### config.mk
export PLATFORM = sky130hd
export DESIGN_NAME = tmds_word_aligner
export DESIGN_NICKNAME = d
export VERILOG_FILES = /design/src/rtl/tmds_word_aligner.sv
export SDC_FILE = /design/constraint.sdc
export NUM_CORES = 1
export LEC_CHECK = 0
export BUFFER_PORTS_ARGS = -buffer_cell sky130_fd_sc_hd__buf_2
export CORE_ASPECT_RATIO = 1.25
export CORE_UTILIZATION = 55
export DETAILED_ROUTE_END_ITERATION = 8
export GPL_TIMING_DRIVEN = 0
export PLACE_DENSITY = 0.77
export SKIP_CTS_REPAIR_TIMING = 1
export SLEW_MARGIN = 20
export SYNTH_ARGS = -nofsm -noshare
export SYNTH_HDL_FRONTEND = slang
export SYNTH_SLANG_ARGS = --single-unit
### constraint.sdc
create_clock -name clk_pixel -period 2.9 [get_ports clk_pixel]
set_input_delay 0.145 -clock clk_pixel [delete_from_list [all_inputs] [get_ports clk_pixel]]
set_output_delay 0.145 -clock clk_pixel [all_outputs]
set_load 0.01 [all_outputs]
### src/rtl/tmds_word_aligner.sv
// Receive-side TMDS word aligner: hunts for control tokens across the ten bit offsets,
// slips one bit per search timeout, and reports lock once a run of tokens lines up.
module tmds_word_aligner #(
    parameter int CTRL_LOCK_COUNT = 8,
    parameter int SEARCH_TIMEOUT  = 4096,
    parameter int LOSS_TIMEOUT    = 65536
) (
    input  logic       clk_pixel,
    input  logic       reset_n,
    input  logic [9:0] raw_word,
    output logic [9:0] aligned_word,
    output logic       ctrl_detect,
    output logic       locked,
    output logic [3:0] slip_offset
);

    localparam int DW = $clog2(SEARCH_TIMEOUT) + 1;
    localparam int RW = $clog2(CTRL_LOCK_COUNT) + 1;
    localparam int LW = $clog2(LOSS_TIMEOUT) + 1;

    typedef enum logic [1:0] {SEARCH, VERIFY, LOCKED} state_t;

    state_t        state, state_n;
    logic [9:0]    prev;
    logic [DW-1:0] dwell, dwell_n;
    logic [RW-1:0] run, run_n;
    logic [LW-1:0] loss, loss_n;
    logic [3:0]    offset_n, offset_inc;
    logic          locked_n;
    logic [19:0]   window;
    logic [9:0]    cand;
    logic          is_tok;

    // Older word sits in the low half so bit 0 stays the earliest bit on the wire.
    always_comb begin
        window     = {raw_word, prev};
        cand       = window[slip_offset +: 10];
        is_tok     = (cand == 10'h354) || (cand == 10'h0AB) ||
                     (cand == 10'h154) || (cand == 10'h2AB);
        offset_inc = (slip_offset == 4'd9) ? 4'd0 : slip_offset + 4'd1;
    end

    always_comb begin
        state_n  = state;
        dwell_n  = dwell;
        run_n    = run;
        loss_n   = loss;
        offset_n = slip_offset;
        locked_n = locked;
        case (state)
            SEARCH: begin
                dwell_n = dwell + 1'b1;
                if (is_tok) begin
                    state_n = VERIFY;
                    run_n   = RW'(1);
                end else if (dwell == DW'(SEARCH_TIMEOUT - 1)) begin
                    offset_n = offset_inc;
                    dwell_n  = '0;
                end
            end
            VERIFY: begin
                dwell_n = dwell + 1'b1;
                // Completing the run beats the dwell timeout on the same cycle.
                if (is_tok && (run + 1'b1 == RW'(CTRL_LOCK_COUNT))) begin
                    state_n  = LOCKED;
                    run_n    = '0;
                    locked_n = 1'b1;
                    loss_n   = '0;
                end else if (dwell == DW'(SEARCH_TIMEOUT - 1)) begin
                    state_n  = SEARCH;
                    run_n    = '0;
                    offset_n = offset_inc;
                    dwell_n  = '0;
                end else if (is_tok) begin
                    run_n = run + 1'b1;
                end else begin
                    state_n = SEARCH;
                    run_n   = '0;
                end
            end
            LOCKED: begin
                if (is_tok) begin
                    loss_n = '0;
                end else if (loss == LW'(LOSS_TIMEOUT - 1)) begin
                    state_n  = SEARCH;
                    locked_n = 1'b0;
                    loss_n   = '0;
                    offset_n = offset_inc;
                    dwell_n  = '0;
                end else begin
                    loss_n = loss + 1'b1;
                end
            end
            default: begin
                state_n = SEARCH;
            end
        endcase
    end

    always_ff @(posedge clk_pixel) begin
        if (!reset_n) begin
            state        <= SEARCH;
            prev         <= '0;
            dwell        <= '0;
            run          <= '0;
            loss         <= '0;
            slip_offset  <= '0;
            locked       <= 1'b0;
            aligned_word <= '0;
            ctrl_detect  <= 1'b0;
        end else begin
            state        <= state_n;
            prev         <= raw_word;
            dwell        <= dwell_n;
            run          <= run_n;
            loss         <= loss_n;
            slip_offset  <= offset_n;
            locked       <= locked_n;
            aligned_word <= cand;
            ctrl_detect  <= is_tok;
        end
    end

endmodule

==> metrics.json <==
{
  "outcome": {
    "run_status": "finished with violations",
    "violations": "negative setup slack"
  },
  "clock_network": {
    "clock_sinks": 62,
    "htree_num_levels": 3,
    "clk-insertion-delay-late_ps": 370,
    "clock_buffers_created_by_tritoncts": 9,
    "cts_root_buf": "sky130_fd_sc_hd__clkbuf_8",
    "tritoncts_clock_tree": "done",
    "max-clock-path-buffers": 2,
    "worst_setup_hold_path_clk_slew_ps": 80
  },
  "routing": {
    "first_iter_violations": 313,
    "drc": 0,
    "avgViaCountPerCell": 6.27,
    "drtPass1Iterations": 5,
    "wire_length_per_cell_um": 18.9,
    "vias": 3788,
    "postRouteAntennaNets": 0,
    "routed_wl_mm": 11.4
  },
  "grt": {
    "grt_max_degree": 11,
    "grt_util_all_layers_pct": 27.6,
    "grt_antenna_before_repair": 0,
    "via_count_of_the_first_global_routing_pass": 3421,
    "grt_remaining_overflow": 0,
    "grt_first_pass_wirelength_mm": 16.1
  },
  "setup_path": {
    "cp_cell_sequence": "buf_12, clkbuf_16, mux2i_1, mux2i_1, mux4_2, or2_4, or3_4, nand2_4, or3_4, or3b_1, a21oi_1",
    "critPathCaptureType": "flip-flop",
    "timing.critical_path.slowest_stage_cell": "sky130_fd_sc_hd__mux4_2",
    "timing.setup.critical_path_class": "reg -> reg",
    "critical_path.top_delay_family": "simple AND/OR/NAND/NOR gates",
    "cpPeakStageDelay_ps": 530,
    "cp_num_buf_inv": 2,
    "setup.worst_path.start_class": "flip-flop",
    "critical_path_fanouts_max": 8,
    "worst_ep_arrival_time_ps": 3510,
    "worst_ep_required_time_ps": 3190
  },
  "pwr": {
    "vdd_ir_drop_max_v": 0.000311,
    "power_per_standard_cell_area_mw_per_mm2": 385,
    "p_leak_nw": 1.91
  },
  "sta": {
    "number_of_max_slew_violations_in_the_final_report": 0,
    "finalSetupViolCount": 38,
    "final.setup.tns_ps": -6400,
    "maxClockFrequency_mhz": 311,
    "setup_repair_after_global_routing_missed_its_margin": "yes",
    "period_minus_slack_ps": 3220,
    "finalHoldViolCount": 0,
    "postLayoutSetupSlackWorst_ps": -319,
    "slew_headroom_pct": 62.0,
    "final_min_period_over_clock_period_pct": 111,
    "clock-skew-final_ps": 17.5,
    "timing_worst_slew_pin_value_ps": 570,
    "hold_ws_ps": 43.1
  },
  "logic_synthesis": {
    "postSynthRegisterBits": 62,
    "synth-xor-area-share_pct": 0.450,
    "synthArstFlopShare_pct": 0,
    "netlist_area_pre_place_mm2": 0.00390,
    "synth_compound_area_share_pct": 19.2,
    "cells_after_synthesis": 445,
    "synth.distinct_cells": 62,
    "ys.warnings.count": 0,
    "postSynthAreaPerCell_um2": 8.76,
    "synth-seq-area-share_pct": 31.9,
    "synth_top_family_by_area": "simple AND/OR/NAND/NOR gates",
    "adder_and_majority_gate_portion_of_the_synthesized_area_pct": 2.57,
    "synth_simple_gate_area_share_pct": 26.1,
    "postSynthNetCount": 465,
    "synth_enable_flop_cells": 0,
    "synth_mux_area_share_pct": 15.2,
    "ys_dominant_reg_cell": "sky130_fd_sc_hd__dfxtp_1"
  },
  "finish": {
    "drive_gt1_share_pct": 30.9,
    "non_filler_cells_final": 604,
    "layout_common_cells": "sky130_fd_sc_hd__dfxtp_1, sky130_fd_sc_hd__nand2_1, sky130_fd_sc_hd__nor2_1",
    "final_nets": 532,
    "n_antenna_cell": 0,
    "most_common_library_cell_in_the_layout_ignoring_fill_and_taps": "sky130_fd_sc_hd__dfxtp_1",
    "area_growth_pct": 29.4,
    "final_cell_area_mm2": 0.00504
  },
  "floorplanning": {
    "design.die.area_mm2": 0.00743,
    "fp-row-count": 33,
    "die_x_extent_um": 77.3,
    "core_area_mm2": 0.00669,
    "start_util_pct": 58.2,
    "fp.dieH_um": 96.1,
    "design.portCount": 28
  },
  "placed_design": {
    "dp_cells": 558,
    "placed_cell_area_mm2": 0.00415,
    "place_hpwl_mm": 6.80,
    "place_congestion": 0.932,
    "place.port_buffers": 26
  },
  "run": {
    "max_cap_viol_count": 0
  },
  "worst_hold_path": {
    "min-delay-path-class": "in -> reg"
  }
}
## cell usage after synthesis (all sizes together), types with 3 or more instances
cell type | n | area [um^2]
a211oi | 3 | 22.5
a21boi | 19 | 143
a21oi | 10 | 50.1
a22oi | 3 | 22.5
a32oi | 3 | 26.3
and2 | 18 | 113
and3 | 10 | 62.6
buf | 15 | 105
clkbuf | 12 | 45.0
dfxtp | 62 | 1240
ha | 8 | 100
inv | 8 | 30.0
mux2 | 6 | 71.3
mux2i | 25 | 250
mux4 | 12 | 270
nand2 | 40 | 158
nand2b | 9 | 56.3
nand3 | 16 | 92.6
nand3b | 9 | 67.6
nand4b | 6 | 52.6
nor2 | 35 | 131
nor2b | 17 | 106
nor3 | 9 | 50.1
nor4 | 4 | 25.0
o211a | 3 | 30.0
o211ai | 7 | 57.6
o21a | 4 | 30.0
o21ai | 39 | 195
or3 | 3 | 23.8
## sequential cells by signal (all words and copies together), names as in the netlist
| name | count |
|---|---|
| state | 2 |
| ctrl_detect | 1 |
| slip_offset | 4 |
| locked | 1 |
| prev | 10 |
| aligned_word | 10 |
| dwell | 13 |
| loss | 17 |
| run | 4 |
## cell type report
cell class / instances / area (um^2)
multi-input cells: 348 / 2800
clock inverters: 4 / 70.1
well taps: 87 / 109
clock buffers: 12 / 145
fillers: 467 / 1650
flip-flops and latches: 62 / 1250
inverters: 8 / 30.0
repair buffers: 56 / 423
plain buffers: 27 / 221
## worst paths after layout
path                  start   endpoint  slack (ps)  cells after the start
max          slip_offset[1]   dwell[0]        -320                     11
min             raw_word[6]    prev[6]          40                      2
max reg2reg  slip_offset[1]   dwell[0]        -320                     11
min reg2reg       dwell[12]  dwell[12]         480                      2
## power by group
group	internal [mW]	leakage, nW	total (mW)	switching [mW]
registers	0.870	0.506	0.885	0.0144
logic	0.0799	1.30	0.188	0.108
clock network	0.505	0.110	0.869	0.364
## metal layers
layer,GRT usage [%],vias to the layer above,share of wire (%)
met1,33.1,1826,40
met2,47.9,154,51
met4,11.6,0,3.4
met3,5.69,43,5.4
li1,-,1765,-
met5,0,-,0
## metrics by stage
stage | setup slack, ps | total power [mW] | utilization [%]
6_report | -319 | 1.94 | 75.4
5_1_grt | -507 | 1.99 | 75.4
4_1_cts | -516 | 1.90 | 65.2
3_5_place_dp | -483 | 1.05 | 62.0
3_3_place_gp | -453 | 1.05 | 62.0
2_1_floorplan | 1.38 | 1.00 | -
## logic make-up after synthesis
| kind of cell | Yosys count |
|---|---|
| flops | 62 |
| xor+xnor | 2 |
| fa+ha+maj | 8 |
| compound gates | 109 |
| buf+inv | 35 |
| mux | 43 |
| simple gates | 186 |
Note: power is estimated with default switching activity, not from simulation.
